$ cat config.mk
export PLATFORM = sky130hd
export DESIGN_NAME = mux_arbiter_rr_flat
export DESIGN_NICKNAME = d
export VERILOG_FILES = /design/src/rtl/mux_arbiter_rr_if.sv /design/src/rtl/mux_arbiter_rr.sv /design/src/flat_wrapper.sv
export SDC_FILE = /design/constraint.sdc
export NUM_CORES = 1
export LEC_CHECK = 0
export CORE_MARGIN = 3
export CORE_UTILIZATION = 42
export CTS_BUF_LIST = sky130_fd_sc_hd__clkbuf_4
export CTS_CLUSTER_DIAMETER = 80
export DETAILED_ROUTE_END_ITERATION = 8
export HOLD_SLACK_MARGIN = 0.12
export PLACE_DENSITY_LB_ADDON = 0.12
export SETUP_SLACK_MARGIN = 0.4
export SYNTH_ARGS = -nofsm -noshare
export SYNTH_HDL_FRONTEND = slang
export SYNTH_SLANG_ARGS = --single-unit
export TNS_END_PERCENT = 100
$ cat constraint.sdc
create_clock -name clk -period 2.6 [get_ports clk]
set_clock_uncertainty 0.2 [all_clocks]
set_input_delay 0.52 -clock clk [delete_from_list [all_inputs] [get_ports clk]]
set_output_delay 0.52 -clock clk [all_outputs]
set_load 0.1 [all_outputs]
$ cat src/rtl/mux_arbiter_rr_if.sv
// Handshake and data bundle between two requesters, the round-robin arbiter
// and the downstream consumer of the registered output stage.
//   req_a/data_a/ack_a : requester A (mux input 0)
//   req_b/data_b/ack_b : requester B (mux input 1)
//   sel                : mux select driven by the arbiter (0 = A, 1 = B)
//   out_valid/out_data/out_ready : single-entry output stage handshake
// Modports: slave = arbiter side, master = requesters + downstream side.
interface mux_arbiter_rr_if #(
    parameter int unsigned DATA_W = 32
);
    logic              req_a;
    logic [DATA_W-1:0] data_a;
    logic              ack_a;
    logic              req_b;
    logic [DATA_W-1:0] data_b;
    logic              ack_b;
    logic              sel;
    logic              out_valid;
    logic [DATA_W-1:0] out_data;
    logic              out_ready;

    modport slave (
        input  req_a, data_a, req_b, data_b, out_ready,
        output ack_a, ack_b, sel, out_valid, out_data
    );

    modport master (
        output req_a, data_a, req_b, data_b, out_ready,
        input  ack_a, ack_b, sel, out_valid, out_data
    );
endinterface

$ cat src/rtl/mux_arbiter_rr.sv
// Round-robin arbiter for a shared 32-bit 2:1 datapath mux. Grants requester
// A or B for up to MAX_BURST beats while the other side waits, drives the mux
// select, acknowledges accepted beats and registers the selected word into a
// single-entry valid/ready output stage.
// Ports:
//   clk   : clock, rising edge
//   reset : asynchronous active-high reset
//   bus   : mux_arbiter_rr_if.slave (requests, acks, select, output stage)
module mux_arbiter_rr #(
    parameter int unsigned DATA_W    = 32,
    parameter int unsigned MAX_BURST = 4
) (
    input logic              clk,
    input logic              reset,
    mux_arbiter_rr_if.slave  bus
);

    typedef enum logic [1:0] {
        StIdle,
        StGrantA,
        StGrantB
    } state_e;

    localparam logic       LastA  = 1'b0;
    localparam logic       LastB  = 1'b1;
    localparam logic [3:0] CntMax = 4'(MAX_BURST - 1);

    state_e            state_q, state_d;
    logic              last_q, last_d;
    logic [3:0]        cnt_q, cnt_d;
    logic              sel_q, sel_d;
    logic              out_valid_q, out_valid_d;
    logic [DATA_W-1:0] out_data_q, out_data_d;

    logic load_en;
    logic ack_a, ack_b;
    logic done_a, done_b;

    // Output stage can take a beat when empty or being drained this cycle.
    assign load_en = !out_valid_q || bus.out_ready;
    assign ack_a   = (state_q == StGrantA) && bus.req_a && load_en;
    assign ack_b   = (state_q == StGrantB) && bus.req_b && load_en;
    assign done_a  = ack_a && (cnt_q == CntMax);
    assign done_b  = ack_b && (cnt_q == CntMax);

    always_comb begin
        state_d = state_q;
        last_d  = last_q;
        cnt_d   = cnt_q;
        unique case (state_q)
            StIdle: begin
                cnt_d = '0;
                // On a tie the side that was not served last wins.
                if (bus.req_a && (!bus.req_b || last_q == LastB)) begin
                    state_d = StGrantA;
                end else if (bus.req_b) begin
                    state_d = StGrantB;
                end
            end
            StGrantA: begin
                if (!bus.req_a || done_a) begin
                    cnt_d = '0;
                    if (bus.req_b) begin
                        state_d = StGrantB;
                        last_d  = LastA;
                    end else if (!bus.req_a) begin
                        state_d = StIdle;
                        last_d  = LastA;
                    end
                end else begin
                    cnt_d = cnt_q + {3'b000, ack_a};
                end
            end
            StGrantB: begin
                if (!bus.req_b || done_b) begin
                    cnt_d = '0;
                    if (bus.req_a) begin
                        state_d = StGrantA;
                        last_d  = LastB;
                    end else if (!bus.req_b) begin
                        state_d = StIdle;
                        last_d  = LastB;
                    end
                end else begin
                    cnt_d = cnt_q + {3'b000, ack_b};
                end
            end
            default: begin
                state_d = StIdle;
                cnt_d   = '0;
            end
        endcase
    end

    // Select follows the grant and holds its last value through IDLE.
    always_comb begin
        sel_d = sel_q;
        if (state_d == StGrantA) begin
            sel_d = 1'b0;
        end else if (state_d == StGrantB) begin
            sel_d = 1'b1;
        end
    end

    always_comb begin
        out_valid_d = out_valid_q;
        out_data_d  = out_data_q;
        if (ack_a || ack_b) begin
            out_valid_d = 1'b1;
            out_data_d  = sel_q ? bus.data_b : bus.data_a;
        end else if (bus.out_ready) begin
            out_valid_d = 1'b0;
        end
    end

    always_ff @(posedge clk or posedge reset) begin
        if (reset) begin
            state_q     <= StIdle;
            last_q      <= LastB;
            cnt_q       <= '0;
            sel_q       <= 1'b0;
            out_valid_q <= 1'b0;
            out_data_q  <= '0;
        end else begin
            state_q     <= state_d;
            last_q      <= last_d;
            cnt_q       <= cnt_d;
            sel_q       <= sel_d;
            out_valid_q <= out_valid_d;
            out_data_q  <= out_data_d;
        end
    end

    assign bus.ack_a     = ack_a;
    assign bus.ack_b     = ack_b;
    assign bus.sel       = sel_q;
    assign bus.out_valid = out_valid_q;
    assign bus.out_data  = out_data_q;

endmodule

$ cat src/flat_wrapper.sv
// flat-port wrapper written by rule: the top's interface ports become plain ports
module mux_arbiter_rr_flat 
#(
    parameter int unsigned DATA_W    = 32,
    parameter int unsigned MAX_BURST = 4
)
  (clk, reset, bus_req_a, bus_data_a, bus_req_b, bus_data_b, bus_out_ready, bus_ack_a, bus_ack_b, bus_sel, bus_out_valid, bus_out_data);
  mux_arbiter_rr_if #(.DATA_W(DATA_W)) bus_i ();
  input logic clk;
  input logic reset;
  input wire logic [$bits(bus_i.req_a)-1:0] bus_req_a;
  input wire logic [$bits(bus_i.data_a)-1:0] bus_data_a;
  input wire logic [$bits(bus_i.req_b)-1:0] bus_req_b;
  input wire logic [$bits(bus_i.data_b)-1:0] bus_data_b;
  input wire logic [$bits(bus_i.out_ready)-1:0] bus_out_ready;
  output wire logic [$bits(bus_i.ack_a)-1:0] bus_ack_a;
  output wire logic [$bits(bus_i.ack_b)-1:0] bus_ack_b;
  output wire logic [$bits(bus_i.sel)-1:0] bus_sel;
  output wire logic [$bits(bus_i.out_valid)-1:0] bus_out_valid;
  output wire logic [$bits(bus_i.out_data)-1:0] bus_out_data;
  assign bus_i.req_a = bus_req_a;
  assign bus_i.data_a = bus_data_a;
  assign bus_i.req_b = bus_req_b;
  assign bus_i.data_b = bus_data_b;
  assign bus_i.out_ready = bus_out_ready;
  assign bus_ack_a = bus_i.ack_a;
  assign bus_ack_b = bus_i.ack_b;
  assign bus_sel = bus_i.sel;
  assign bus_out_valid = bus_i.out_valid;
  assign bus_out_data = bus_i.out_data;
  mux_arbiter_rr #(.DATA_W(DATA_W), .MAX_BURST(MAX_BURST)) u_core (.clk(clk), .reset(reset), .bus(bus_i));
endmodule
# --- Word level (Yosys, flattened, before mapping) ---
# Index checks and enable logic that the tools add are counted.
totals:
  out_inout_bits: 36
  latch_bits: 0
  ram_bits: 0
  n_memories: 0
  regBits: 41
  input_bits: 69
  rom_bits: 0
  elab_cells: 61
op_classes:
  n_div: 0
  order_cmp: 0
  multipliers: 0
  n_bitwise: 0
  n_reduce_logical: 20
  eq_ne: 9
  muxes: 24
  shifts: 0
  add_sub_neg: 2
ops:
  columns: ["cell", "count"]
  rows:
  - ["$mux 32", 1]
  - ["$mux 2", 8]
  - ["$mux 1", 10]
  - ["$add 4x1->4", 2]
  - ["$mux 4", 2]
  - ["$pmux 4 s2", 1]
  - ["$logic_and 1x1->1", 7]
  - ["$ne 3x3->1 const B", 2]
  - ["$pmux 2 s3", 1]
  - ["$reduce_bool 2->1", 3]
  - ["$logic_or 1x1->1", 5]
  - ["$reduce_and 5->1", 1]
  - ["$eq 2x1->1 const B", 2]
  - ["$eq 2x2->1 const B", 2]
  - ["$eq 4x2->1 const B", 1]
  - ["$ne 2x2->1 const B", 2]
  - ["$logic_not 1->1", 3]
  - ["$logic_not 2->1", 1]
  - ["$pmux 1 s2", 1]

# --- Logic depth before layout (Yosys ltp) ---
depth:
  word_depth: 10
  depth_mapped: 9
  mapped_depth_nobuf: 9

# --- Least setup slack after synthesis ---
# OpenSTA, ideal clock, no wires.
synth_timing:
  path_type: "register -> register"
  from: "register u_core.out_valid_q, in the netlist u_core.bus.out_valid"
  to: "register u_core.cnt_q[1]"
  slack_ns: -0.892
  path_buffers: 0
  arrival_ns: 3.171
  stages_incl_launch_ff: 7
  path_cell_list: "dfrtp_1 -> nor2b_1 -> nor2_1 -> ha_1 -> ha_1 -> a22oi_1 -> nor2_1"
synth_between:
  elab_chain_len: 7
synth_rtl:
  columns: ["element", "line", "source"]
  rows:
  - ["start, declared", "mux_arbiter_rr.sv:32", "logic out_valid_q, out_valid_d;"]
  - ["start signal, assigned", "mux_arbiter_rr.sv:129", "out_valid_q <= out_valid_d;"]
  - ["$logic_not 1->1 *", "mux_arbiter_rr.sv:40", "assign load_en = !out_valid_q || bus.out_ready;"]
  - ["$logic_or 1x1->1 *", "mux_arbiter_rr.sv:40", null]
  - ["$logic_and 1x1->1 *", "mux_arbiter_rr.sv:42", "assign ack_b = (state_q == StGrantB) && bus.req_b && load_en;"]
  - ["named net bus_ack_b", "flat_wrapper.sv:17", "output wire logic [$bits(bus_i.ack_b)-1:0] bus_ack_b;"]
  - ["parallel branches: the longest is 2 deep, another holds $add 4x1->4", null, null]
  - ["$mux 4 *", "mux_arbiter_rr.sv:75", "if (!bus.req_b || done_b) begin"]
  - ["$pmux 4 s2 *", "mux_arbiter_rr.sv:50", "unique case (state_q)"]
  - ["named net u_core.cnt_d[1]", "mux_arbiter_rr.sv:30", "logic [3:0] cnt_q, cnt_d;"]
  - ["end signal, assigned", "mux_arbiter_rr.sv:127", "cnt_q <= cnt_d;"]
  - ["end, declared", "mux_arbiter_rr.sv:30", null]
# Mark *: on every way through the listed nets, which the timed path passes.
# A chain may end at the register's enable or synchronous reset.

# --- Final worst setup path ---
layout_timing:
  from: "register u_core.state_q[0]"
  to: "output port bus_ack_b"
layout_between:
  elab_chain_len: 3
layout_rtl:
  columns: ["element", "line", "source"]
  rows:
  - ["start, declared", "mux_arbiter_rr.sv:28", "state_e state_q, state_d;"]
  - ["start signal, assigned", "mux_arbiter_rr.sv:118", "state_q <= StIdle;"]
  - ["start signal, assigned", "mux_arbiter_rr.sv:125", "state_q <= state_d;"]
  - ["$eq 2x2->1", "mux_arbiter_rr.sv:42", null]
  - ["$logic_and 1x1->1 (2 in series)", "mux_arbiter_rr.sv:42", null]
  - ["end, declared", "flat_wrapper.sv:17", null]
# No other way between the ends.

==> out/metrics.yaml <==
outcome:
  status: "finished clean"
synthesis:
  yosysWarnings: 0
  netlist_area_um2: 2181
  synthCells: 220
  ys_seq_area_share_pct: 47.10
  yosysUniqueCellTypes: 33
  post_synth.cell_area_avg_um2: 9.913
  syn_nets: 298
  ys_ff_latch: 41
setup_path:
  critPathLaunchType: "flop"
  path_class: "flop to output pin"
  arrival_ns: 1.47
  max_stage_delay_ns: 0.46
  critPathCaptureType: "output pin"
  crit_path_top_delay_cell: "dfrtp_2"
  path_cells: "inv_2, ha_4, nand2_4, nor2_4, buf_12"
  critPathRequiredTime_ns: 1.88
  crit_fanout: 6
drt:
  wl_per_cell_um: 14.92
  wl_um: 6086
  drtIter0Drc: 97
  ant_nets: 0
  viasPerCell: 5.096
  num_vias: 2079
  drtPass1Iterations: 4
  drc: 0
placed_design:
  gp_congestion: 0.8289
  port_buffers: 104
  placed_cell_area_um2: 3388
  post-dp-hpwl_um: 4413
timing:
  layout_min_cycle_time_ns: 2.192
  maxSlewViolCount: 0
  fmax_mhz: 456.2
  setup_viol: 0
  slew_headroom_pct: 69.44
  fin_crit_sh_pct: 84.30
  rsz0062_at_grt: "yes"
  worst_pin_slew_ns: 0.4585
  finalHoldViolCount: 0
layout:
  antenna_cells: 0
  final_area_um2: 3592
  fill_cells: 355
  multi_input_area_um2: 1221
  layout.area.seq_um2: 1035
  fin_nets: 418
  drive_gt1_share_pct: 28.74
  area_delta_synth_final_pct: 64.72
cts:
  cts_max_level: 2
  clkSlewWorstSetupHoldPaths_ns: 0.11
  cts_root_buf: "clkbuf_4"
  clkLatencyLatePin_ns: 0.33
  cts_buffers: 5
  ctsLongestPathBuffers: 2
  cts_tree: "yes"
  cts.sinks: 41
floorplan:
  die_h_um: 78.06
  num_io_pins: 105
  core_area_um2: 4880
  die_area_um2: 6093
  dieWidth_um: 78.06
  num_rows: 25
  start_util_pct: 44.69
global_route:
  grt_use_total_pct: 19.60
  antenna_found_initial: 0
  overflow: 0
  first_global_vias: 1960
  grt_pass1_wl_um: 9625
  grt_max_degree: 65
hold_path:
  min_path_type: "input port to asynchronous set/reset pin"
job:
  cap_viol_max_count: 0
==> placed cells by master, fill, tap and decap left out, types with 3 or more instances in the layout <==
cell type / instances
a21oi_1: 37
a22oi_1: 3
a31oi_1: 4
buf_12: 4
buf_4: 51
clkbuf_4: 8
clkdlybuf4s50_1: 65
dfrtp_1: 36
dfrtp_2: 3
dlygate4sd2_1: 3
ha_4: 6
inv_1: 5
inv_2: 3
mux2i_1: 33
nand2_1: 4
nor2_1: 35
==> metal layers <==
layer	routed length (um)	global-route usage, %
met5	0	0
met4	91	6.119
met3	415	3.899
met2	3148	33.39
met1	2430	25.13
==> cell type report <==
| cell class | instances | share of cell area [%] |
|---|---|---|
| flip-flops and latches | 41 | 28.81 |
| clock buffers | 8 | 1.672 |
| well taps | 67 | 2.334 |
| multi-input cells | 159 | 34.00 |
| repair buffers | 125 | 32.36 |
| inverters | 8 | 0.8359 |
==> metrics by stage <==
stage               cells  setup TNS [ns]  hold slack [ns]  setup WS (ns)  util (%)
floorplan             220               0           0.3040         0.3347         -
CTS                   400               0           0.3196         0.4067     72.03
global placement      386        -0.01571           0.3129       -0.01571     69.44
finish                408               0           0.3309         0.4081     73.62
global route          408               0           0.3421         0.2958     73.62
detailed placement    386         -0.1296           0.3211        -0.1296     69.44
==> synthesized netlist by cell type, drive strengths merged <==
library cell | n | area [um^2]
a211oi | 1 | 7.510
a21o | 1 | 8.760
a21oi | 40 | 211.5
a221oi | 2 | 17.52
a22oi | 3 | 22.52
a2bb2oi | 1 | 8.760
a311o | 1 | 10.01
a31o | 1 | 8.760
a31oi | 4 | 25.02
and3 | 2 | 18.77
and4bb | 1 | 16.27
buf | 10 | 50.05
clkbuf | 2 | 8.750
dfrtp | 40 | 1001
dfstp | 1 | 26.28
ha | 9 | 112.6
inv | 8 | 30.03
mux2i | 33 | 330.3
nand2 | 6 | 22.52
nand2b | 1 | 6.260
nand3 | 3 | 15.01
nor2 | 37 | 138.9
nor2b | 3 | 18.77
nor3 | 2 | 10.01
o2111ai | 1 | 8.760
o21ai | 3 | 15.01
o21ba | 1 | 10.01
o22ai | 1 | 6.260
o31ai | 1 | 7.510
or2b | 1 | 7.510
==> registers in the layout, summed over array words and instances, names as in the netlist <==
| name | flops |
|---|---|
| u_core.state_q | 2 |
| u_core.bus.out_valid | 1 |
| u_core.bus.sel | 1 |
| u_core.cnt_q | 4 |
| u_core.last_q | 1 |
| u_core.bus.out_data | 32 |
==> path summary, 6_finish.rpt <==
kind	slack, ns	depth (start not counted)	to	startpoint
max in group asynchronous	1.59	3	u_core.bus.out_valid	reset
min in group clk	0.34	2	u_core.bus.out_data[19]	u_core.bus.out_data[19]
max	0.41	5	bus_ack_b	u_core.state_q[0]
min reg2reg	0.34	2	u_core.bus.out_data[19]	u_core.bus.out_data[19]
max reg2reg	0.41	9	u_core.bus.sel	u_core.state_q[0]
min	0.33	3	u_core.bus.out_data[27]	reset
==> worst max-delay path: cells and delay by family (launching register included) <==
kind | cells | cell delay, ns
flops | 1 | 0.46
buf+inv | 2 | 0.28
simple gates | 2 | 0.22
fa+ha+maj | 1 | 0.18
==> what timing repair did <==
item	CTS	global route
resized for setup	9	4
setup endpoints to repair	3	3
hold buffers	0	0
pin swaps	3	7
setup buffers	6	8
==> cell families after synthesis <==
logic type / Yosys count / synth area share [%]
AND/OR/NAND/NOR: 56 / 11.65
buffers and inverters: 20 / 4.073
AO/OA/AOI/OAI: 61 / 16.87
adder cells (fa/ha/maj): 9 / 5.164
multiplexers: 33 / 15.15
flip-flops: 41 / 47.10
Power is not shown: default switching activity piles up to over one toggle a cycle in this logic, so the estimate is an artifact.
==> patch (same settings) <==
`DATA_W` is set to 32 in 3 places; all go to 64.
--- a/src/rtl/mux_arbiter_rr_if.sv
+++ b/src/rtl/mux_arbiter_rr_if.sv
@@ -7,5 +7,5 @@
 // Modports: slave = arbiter side, master = requesters + downstream side.
 interface mux_arbiter_rr_if #(
-    parameter int unsigned DATA_W = 32
+    parameter int unsigned DATA_W = 64
 );
     logic              req_a;
--- a/src/rtl/mux_arbiter_rr.sv
+++ b/src/rtl/mux_arbiter_rr.sv
@@ -8,5 +8,5 @@
 //   bus   : mux_arbiter_rr_if.slave (requests, acks, select, output stage)
 module mux_arbiter_rr #(
-    parameter int unsigned DATA_W    = 32,
+    parameter int unsigned DATA_W    = 64,
     parameter int unsigned MAX_BURST = 4
 ) (
--- a/src/flat_wrapper.sv
+++ b/src/flat_wrapper.sv
@@ -2,5 +2,5 @@
 module mux_arbiter_rr_flat 
 #(
-    parameter int unsigned DATA_W    = 32,
+    parameter int unsigned DATA_W    = 64,
     parameter int unsigned MAX_BURST = 4
 )
Ports: changed (resized bus_data_a, bus_data_b and bus_out_data); port bits go from 105 to 201. The function was not compared with the original's and may differ.
==> patch against the unedited design <==
Synthesized area increased by 68%. Sequential cell count increased by 32. Utilization increased by 0.40 points. Non-clock buffer count increased by 98. Setup slack got worse by 0.057 ns. Cell area increased by 72%. Wire length increased by 81%. Critical path depth increased by 4. First-iteration DRC count increased by 51%. Critical endpoint is now u_core.bus.sel. Highest routed layer unchanged.
Power is not shown: default switching activity piles up to over one toggle a cycle in this logic, so the estimate is an artifact.
==> patch: results (changes against the unedited design) <==
Status
  • Status: finished clean

Placement
  • GPL Wtd Cong: 0.794 (-4.2%)
  • DP Cell Count: 650 (+68%)
  • Detail Placement HPWL: 8130 um (+84%)
  • Port Buf Inserts: 200 (+92%)

GRT
  • Vias in the first global route: 3348 (+71%)
  • Largest net degree at the start of global routing: 69 (+6.2%)
  • First-pass GRT wire length: 16600 um (+73%)
  • Global Route Usage Sum: 21.2% (+1.6 points)
  • Initial antenna violation count: 0 (unchanged)

Critical path
  • Delay-heaviest family, CP: compound AO/OA/AOI/OAI gates
  • Slowest CP cell: dfrtp_2
  • WP data arrival: 2.34 ns (+0.87 ns)
  • Crit path max fanout: 4 (-2)
  • Worst path max stage delay: 0.44 ns (-0.02 ns)

Clock network
  • Root buf cell: clkbuf_4
  • Worst-path clk slew: 0.12 ns
  • H-Tree Depth: 3 (+1)
  • CTS max path bufs: 2 (unchanged)
  • Clock latency on the worst-skew pair: 0.39 ns (+0.06 ns)
  • CTS Buf Count: 9 (+4)

Worst hold path
  • Worst Hold Class: primary input to async pin

Layout
  • Largest register FFs: 64 (+100%)
  • Share of cells above drive strength 1: 23.9% (-4.9 points)
  • Inserted Diodes: 0 (unchanged)
  • Post-layout nets: 712 (+70%)
  • Non-filler instance count after layout: 679 (+66%)

Detailed routing
  • TritonRoute pass-1 iters: 5 (+1)
  • Initial DRC count: 146 (+51%)
  • Vias: 3490 (+68%)
  • Wire length per cell: 16.2 um (+8.6%)

Logic synthesis
  • Synthesis warning total: 0 (unchanged)
  • Syn Nets: 500 (+68%)
  • Commonest cells in the netlist: dfrtp_1, a21oi_1, nor2_1, mux2i_1, buf_2
  • Synth Area in Adders: 3.08% (-2.1 points)
  • Ys async rst share: 100% (unchanged)
  • Post-synthesis sequential area ratio: 50.0% (+2.9 points)
  • Multiplexer area fraction after synthesis: 17.8% (+2.7 points)
  • Mapped Cells: 358 (+63%)
  • Top cells by area, synth: dfrtp_1, mux2i_1, a21oi_1
  • Synth Area in XOR/XNOR: 0% (unchanged)
  • Complex-gate fraction of the synthesized area: 13.6% (-3.2 points)
  • Synth cell types: 32 (-3.0%)

Timing
  • Slew headroom: 70.6% (+1.2 points)
  • Sum Neg Setup Slack: 0 ns (unchanged)
==> patch: cell types whose count changed after synthesis, sizes merged, moves of 2 or more <==
cell | before | now
nor2 | 37 | 70
dfrtp | 40 | 72
mux2i | 33 | 65
a21oi | 40 | 71
buf | 10 | 20
nand2b | 1 | 3
==> patch: worst paths after layout <==
path / start / to / slack (ns) / depth (start not counted)
max in group asynchronous: reset / u_core.last_q / 1.43 / 3
setup / recovery: u_core.state_q[0] / u_core.bus.sel / 0.35 / 9
setup reg to reg: u_core.state_q[0] / u_core.bus.sel / 0.35 / 9
hold reg to reg: u_core.bus.out_data[36] / u_core.bus.out_data[36] / 0.34 / 2
min in group clk: u_core.bus.out_data[36] / u_core.bus.out_data[36] / 0.34 / 2
hold / removal: reset / u_core.bus.out_data[39] / 0.20 / 2
==> patch: logic make-up (layout without fill, tap and decap cells) <==
| logic type | count (synthesis) | count (layout) |
|---|---|---|
| fa+ha+maj | 9 | 9 |
| flops | 73 | 73 |
| simple gates | 91 | 91 |
| mux | 65 | 65 |
| compound gates | 90 | 90 |
| buf+inv | 30 | 246 |
==> patch: repair_timing <==
action,in CTS,in global routing
setup buffers,11,2
endpoints found under the setup margin,4,6
resized for setup,19,5
pin swaps,8,5
endpoints found under the hold margin,0,0
gates cloned,0,1
==> patch: cell type report <==
class                   instances  area (um2)
fillers                       610        2170
repair buffers                223        2140
flip-flops and latches         73        1840
multi-input cells             255        1830
well taps                     105         131
clock inverters                 5         129
clock buffers                  10        75.1
inverters                       8        33.8
==> patch: worst register-to-register path, stage by stage, from the launching register on <==
cell	delay (ns)
dfrtp_2	0.44
buf_6	0.12
ha_4	0.19
o21ba_2	0.22
a311o_1	0.28
and3_4	0.17
a31oi_4	0.17
ha_4	0.23
nand2_1	0.06
o21ai_1	0.07
==> patch: layer usage <==
metal	GRT usage (%)	up-vias	share of wire, %
met2	36.8	147	52
met1	26.0	1651	39
met4	7.14	0	1.7
met3	4.84	14	7.8
met5	0	-	0
li1	-	1678	-
==> patch: per-stage QoR <==
| step | instance area [um2] | util [%] | setup slack, ns |
|---|---|---|---|
| after floorplan | 3740 | - | 0.318 |
| after global placement | 5730 | 68.7 | 0.0800 |
| after detailed placement | 5730 | 68.7 | 0.00255 |
| after CTS | 6110 | 73.2 | 0.368 |
| after global routing | 6170 | 74.0 | 0.293 |
| final | 6170 | 74.0 | 0.351 |
